[src/rtl/trace_fifo.sv]
// trace_fifo: show-ahead FIFO that captures trace elements from an upstream stage tracker.
// Optional macro TRACE_FIFO_WATERMARK_EN adds high_watermark (peak occupancy since reset).
package trace_fifo_pkg;
  typedef struct packed {
    logic [1:0]  stage;  // 0 = IF, 1 = ID, 2 = EX
    logic [7:0]  tag;
    logic [31:0] pc;
    logic [31:0] instr;
  } trace_output;
endpackage

module trace_fifo
  import trace_fifo_pkg::*;
#(
  parameter int DEPTH     = 8,
  parameter int CNT_WIDTH = 16
) (
  input  logic                    clk,
  input  logic                    rst,
  input  logic                    ready_signal,
  input  trace_output             trace_element_in,
  input  logic                    data_request,
  output logic                    data_present,
  output trace_output             trace_element_out,
  output logic                    full,
  output logic [$clog2(DEPTH):0]  occupancy,
  output logic                    overflow,
  output logic [CNT_WIDTH-1:0]    overflow_count
`ifdef TRACE_FIFO_WATERMARK_EN
  ,
  output logic [$clog2(DEPTH):0]  high_watermark
`endif
);

  localparam int AW = $clog2(DEPTH);
  localparam int OW = AW + 1;

  trace_output            mem [DEPTH];
  logic [AW-1:0]          wr_ptr_q, wr_ptr_d;
  logic [AW-1:0]          rd_ptr_q, rd_ptr_d;
  logic [OW-1:0]          occ_q, occ_d;
  logic                   present_q, present_d;
  logic                   full_q, full_d;
  logic                   ovf_q, ovf_d;
  logic [CNT_WIDTH-1:0]   cnt_q, cnt_d;
  logic                   push, pop, drop;

  // A pop frees a slot in the same cycle, so a push against a full FIFO is accepted.
  assign pop  = data_request && present_q;
  assign push = ready_signal && (!full_q || pop);
  assign drop = ready_signal && full_q && !pop;

  always_comb begin
    wr_ptr_d = wr_ptr_q;
    rd_ptr_d = rd_ptr_q;
    occ_d    = occ_q;
    ovf_d    = ovf_q;
    cnt_d    = cnt_q;
    if (push) wr_ptr_d = wr_ptr_q + AW'(1);
    if (pop)  rd_ptr_d = rd_ptr_q + AW'(1);
    case ({push, pop})
      2'b10:   occ_d = occ_q + OW'(1);
      2'b01:   occ_d = occ_q - OW'(1);
      default: occ_d = occ_q;
    endcase
    if (drop) begin
      ovf_d = 1'b1;
      if (cnt_q != '1) cnt_d = cnt_q + CNT_WIDTH'(1);
    end
    present_d = (occ_d != '0);
    full_d    = (occ_d == OW'(DEPTH));
  end

  always_ff @(posedge clk or posedge rst) begin
    if (rst) begin
      wr_ptr_q  <= '0;
      rd_ptr_q  <= '0;
      occ_q     <= '0;
      present_q <= 1'b0;
      full_q    <= 1'b0;
      ovf_q     <= 1'b0;
      cnt_q     <= '0;
    end else begin
      wr_ptr_q  <= wr_ptr_d;
      rd_ptr_q  <= rd_ptr_d;
      occ_q     <= occ_d;
      present_q <= present_d;
      full_q    <= full_d;
      ovf_q     <= ovf_d;
      cnt_q     <= cnt_d;
    end
  end

  // Storage is not reset; the pointers alone define what is valid.
  always_ff @(posedge clk) begin
    if (push && !rst) mem[wr_ptr_q] <= trace_element_in;
  end

`ifdef TRACE_FIFO_WATERMARK_EN
  logic [OW-1:0] wm_q, wm_d;

  always_comb begin
    wm_d = wm_q;
    if (occ_q > wm_q) wm_d = occ_q;
  end

  always_ff @(posedge clk or posedge rst) begin
    if (rst) wm_q <= '0;
    else     wm_q <= wm_d;
  end

  assign high_watermark = wm_q;
`endif

  assign data_present      = present_q;
  assign trace_element_out = present_q ? mem[rd_ptr_q] : '0;
  assign full              = full_q;
  assign occupancy         = occ_q;
  assign overflow          = ovf_q;
  assign overflow_count    = cnt_q;

endmodule

[config.mk]
export PLATFORM = sky130hd
export DESIGN_NAME = trace_fifo
export DESIGN_NICKNAME = d
export VERILOG_FILES = /design/src/rtl/trace_fifo.sv
export SDC_FILE = /design/constraint.sdc
export NUM_CORES = 1
export LEC_CHECK = 0
export CORE_MARGIN = 2
export CORE_UTILIZATION = 35
export DETAILED_ROUTE_END_ITERATION = 10
export HOLD_SLACK_MARGIN = 0.15
export SYNTH_ARGS = -nofsm -noshare
export SYNTH_HDL_FRONTEND = slang
export SYNTH_SLANG_ARGS = --single-unit
[constraint.sdc]
create_clock -name clk -period 11.7 [get_ports clk]
set_clock_uncertainty 0.2 [all_clocks]
set_input_delay 1.17 -clock clk [delete_from_list [all_inputs] [get_ports clk]]
set_output_delay 1.17 -clock clk [all_outputs]
set_load 0.005 [all_outputs]
Yosys cells after proc, flatten, opt, wreduce, memory -nomap -nowiden --
Memory sizes are Yosys's and may differ from the RTL's. Cells that the tools add are included.
Storage, ports and cells: word-level logic and storage cells 32, memories kept 1, output and inout port bits 97, RAM bits 592, bits in registers 29
Memory list:
- mem | depth 8, bits a word 74, rd ports 1, clocked after Yosys merged registers in 0, wr ports 1, RTL line 38 | trace_output mem [DEPTH];
Cells by class: reductions and logical operators 11, multiplexer cells 4, add/sub/neg operators 5, eq/ne operators 4
Operator list (count):
- $mux W74 | 1
- $add A16 B1 Y16 const B | 1
- $ne A16 B16 Y1 const B | 1
- $pmux W4 S2 | 1
- $add A3 B1 Y3 const B | 2
- $logic_and A1 B1 Y1 | 5
- $add A4 B1 Y4 const B | 1
- $eq A4 B4 Y1 const B | 1
- $reduce_bool A4 Y1 | 1
- $sub A4 B1 Y4 const B | 1
- $logic_not A1 Y1 | 3
- $eq A2 B1 Y1 const B | 1
- $eq A2 B2 Y1 const B | 1
- $mux W1 | 2
- $reduce_and A2 Y1 | 1
- $logic_or A1 B1 Y1 | 1

Depth between registers and ports, before layout --
depth after elaboration 6, depth in mapped cells 9, depth with buffers taken out 9

Least setup slack after synthesis --
OpenSTA, ideal clock, no wires.
kind input-to-reg, start input rst, end memory mem[1][0] (netlist name) (enable), arrival time 7159 ps, library setup time 597 ps, cell stages on the path 3, setup slack 3744 ps, cells stage by stage inv_1 -> nand4_1 -> nor3_1
On the way: word-level cells in the longest chain between the ends 4
RTL lines:
- start: declaration | RTL line 19 | input logic rst,
- $logic_not A1 Y1 | RTL line 96 | if (push && !rst) mem[wr_ptr_q] <= trace_element_in;
- $logic_and A1 B1 Y1 | RTL line 96
- $mux W1 | RTL line 96
- $mux W1 (not written as such) | RTL line 96
- end: declaration | RTL line 38
Every way passes these cells.

==> impl_metrics.env <==
export IMPL_synth_xor_area_share_pct=0.728
export IMPL_p_sw_mw=1.94
export IMPL_tns_ns=0
export IMPL_place_hpwl_um=28100
export IMPL_postCtsHoldBufs=0
export IMPL_switching_share_pct=27.8
export IMPL_wl_met1_um=22100
export IMPL_hp_class="reg2reg"
export IMPL_fin_area_um2=29000
export IMPL_drt_initial_drc_count=661
export IMPL_end_kind="output pin"
export IMPL_syn_area_um2=24100
export IMPL_num_rows=96
export IMPL_first_global_vias=11900
export IMPL_rsz0062_at_grt="no"
export IMPL_cts_tree="done"
export IMPL_synthCells=1087
export IMPL_ys_types=39
export IMPL_synth_edff_count=592
export IMPL_cap_viol_max_count=0
export IMPL_relSlewSlack_pct=30.2
export IMPL_cts_buffer_depth=3
export IMPL_ys_warn_count=0
export IMPL_clockPowerShare_pct=29.3
export IMPL_route_detailed_drc=0
export IMPL_top_layer="met5"
export IMPL_wl_met2_um=25400
export IMPL_portBuffers=174
export IMPL_fin_crit_ns=5.07
export IMPL_num_io_pins=175
export IMPL_initial_core_util_pct=35.2
export IMPL_ys_seq_area_share_pct=76.9
export IMPL_ctsResizeCount=0
export IMPL_synthAdderAreaFrac_pct=0.312
export IMPL_antenna_found_initial=5
export IMPL_p_leak_nw=9.39
export IMPL_power_mw=7.01
export IMPL_final_layout_size_suffix_gt1_share_pct=20.5
export IMPL_synth_compound_area_share_pct=0.525
export IMPL_dr_pass1_iters=5
export IMPL_cts_sinks=621
export IMPL_async_flop_share_pct=4.67
export IMPL_die_y_um=266
export IMPL_peakVddDrop_v=0.000132
export IMPL_syn2layout_area_growth_pct=20.7
export IMPL_path_class="reg2out"
export IMPL_cp_max_fo=56
export IMPL_die_area_um2=70900
export IMPL_post_route_period_util_pct=43.3
export IMPL_wl_met3_um=2580
export IMPL_insertion_delay_ns=0.57
export IMPL_totalWireLength_um=51100
export IMPL_dpl_instance_area_um2=26900
export IMPL_grt_max_degree=77
export IMPL_synthFlopType="edfxtp_1"
export IMPL_track_usage_pct=14.5
export IMPL_setup_violations=0
export IMPL_synth_seq_cells=621
export IMPL_synth_simple_gate_area_share_pct=3.28
export IMPL_vias_per_cell=5.01
export IMPL_hold_path_cell_count=1
export IMPL_die_w_um=266
export IMPL_globalRouteOverflowTotal=0
export IMPL_cts_max_level=3
export IMPL_dr_total_vias=11200
export IMPL_p_int_mw=5.06
export IMPL_p_per_area_nw_per_um2=241
export IMPL_drv_slew=0
export IMPL_synth_area_per_cell_um2=22.1
export IMPL_cts_made_buffers=68
export IMPL_start_kind="flop"
export IMPL_pre_cts_ws_ns=6.96
export IMPL_worstMarginPinSlew_ns=1.05
export IMPL_fin_hold_ws_ns=0.280
export IMPL_synth_mux_area_share_pct=17.2
export IMPL_max_freq_mhz=197
export IMPL_p_comb_share_pct=30.8
export IMPL_worstPathArrival_ns=3.70
export IMPL_clk_pin_slew_worst_paths_ns=0.06
export IMPL_nets=1384
export IMPL_core_area_um2=68300
export IMPL_p_seq_share_pct=39.9
export IMPL_synth_nets=1171
export IMPL_worstPathRequired_ns=10.33
export IMPL_ant_nets=0
export IMPL_post_cts_buffers=0
export IMPL_hold_viol=0
export IMPL_n_fill_cell=5892
export IMPL_place_congestion=0.740
export IMPL_root_buffer="clkbuf_16"
export IMPL_finalWorstSetupSlack_ns=6.63
export IMPL_routedWlPerCell_um=22.9
export IMPL_r2r_worst_path_cells=10
export IMPL_status="completed"
export IMPL_grt_pass1_wl_um=76300
export IMPL_synth_top_family_by_area="multiplexers"
-- power groups by stage --
stage	Combinational, mW	Sequential, mW	Clock, mW
floorplan	1.31	2.74	0
global placement	2.22	2.84	0
detailed placement	2.23	2.85	0
CTS	2.24	2.80	2.11
global route	2.35	2.82	2.19
finish	2.16	2.80	2.05
-- cells in the mapped netlist, types with 2 or more instances --
cell | number | share of area (%)
edfxtp_1 | 592 | 74
mux4_2 | 148 | 14
nor2b_1 | 75 | 1.9
mux2i_1 | 74 | 3.1
dfrtp_1 | 29 | 3.0
buf_2 | 26 | 0.54
clkbuf_1 | 23 | 0.36
xor2_1 | 11 | 0.40
nand2_1 | 10 | 0.16
nand3_1 | 9 | 0.19
nor2_1 | 9 | 0.14
xnor2_1 | 9 | 0.33
nor3_1 | 8 | 0.17
ha_1 | 6 | 0.31
inv_1 | 6 | 0.094
mux2_2 | 6 | 0.28
nand4_1 | 6 | 0.16
a211oi_1 | 5 | 0.16
a21oi_1 | 5 | 0.10
nand2b_1 | 4 | 0.10
and2_1 | 3 | 0.078
buf_1 | 3 | 0.047
and3_1 | 2 | 0.052
nor4_1 | 2 | 0.052
o21ai_0 | 2 | 0.042
-- registers in the layout, summed over array words and instances, names as in the netlist --
register	flops
wr_ptr_q	3
data_present	1
mem	592
rd_ptr_q	3
full	1
overflow	1
occupancy	4
overflow_count	16
-- cell type report --
type | count | area [um2] | area share [%]
antenna | 2 | 5.00 | 0.0172
tap | 882 | 1100 | 3.80
inverter | 6 | 22.5 | 0.0775
clock inverter | 35 | 304 | 1.05
sequential | 621 | 18500 | 63.7
timing repair buffer | 196 | 1910 | 6.57
clock buffer | 84 | 1830 | 6.29
multi-input combinational | 407 | 5360 | 18.5
-- worst paths after layout --
kind,start,end,slack (ns)
min,overflow$_DFFE_PP0P_,overflow$_DFFE_PP0P_,0.28
max reg2reg,data_present$_DFF_PP0_,full$_DFF_PP0_,8.22
min reg2reg,overflow$_DFFE_PP0P_,overflow$_DFFE_PP0P_,0.28
max,rd_ptr_q[1]$_DFFE_PP0P_,trace_element_out[20],6.63
min in group asynchronous,rst,rd_ptr_q[1]$_DFFE_PP0P_,0.86
max in group asynchronous,rst,rd_ptr_q[0]$_DFFE_PP0P_,10.13
-- cell usage in the layout, fill, tap and decap left out, types with 10 or more instances in the layout --
cell	Yosys	layout
clkdlybuf4s50_1	0	174
buf_4	1	22
clkbuf_16	0	71
nand2_1	10	10
clkbuf_1	23	13
xor2_1	11	11
clkinv_1	0	17
mux4_2	148	148
mux2i_1	74	74
dfrtp_1	29	25
nor2b_1	75	75
edfxtp_1	592	592
-- layer usage --
layer	up-vias	track usage, %
li1	4919	-
met1	5956	19.1
met2	227	24.1
met3	73	3.19
met4	8	4.25
met5	-	0
-- through the flow --
stage | util [%] | instances
after floorplan | - | 1087
after global placement | 39.4 | 2112
after detailed placement | 39.4 | 2112
after CTS | 42.5 | 2231
after global routing | 42.5 | 2232
final | 42.5 | 2233
-- worst max-delay path: stages (launching register included) --
cell and delay, ns:
dfrtp_4 0.91, buf_4 0.79, mux4_2 0.34, mux2i_1 0.07, nor2b_1 0.38, clkdlybuf4s50_1 0.59
-- cell families (layout without fill, tap and decap cells) --
kind of cell,count (synthesis),after routing
flip-flops,621,621
multiplexers,228,228
AND/OR/NAND/NOR,135,135
buffers and inverters,59,321
XOR/XNOR,20,20
AO/OA/AOI/OAI,18,18
adder cells (fa/ha/maj),6,6
other,0,2
Power figures use the tool's default switching activity.
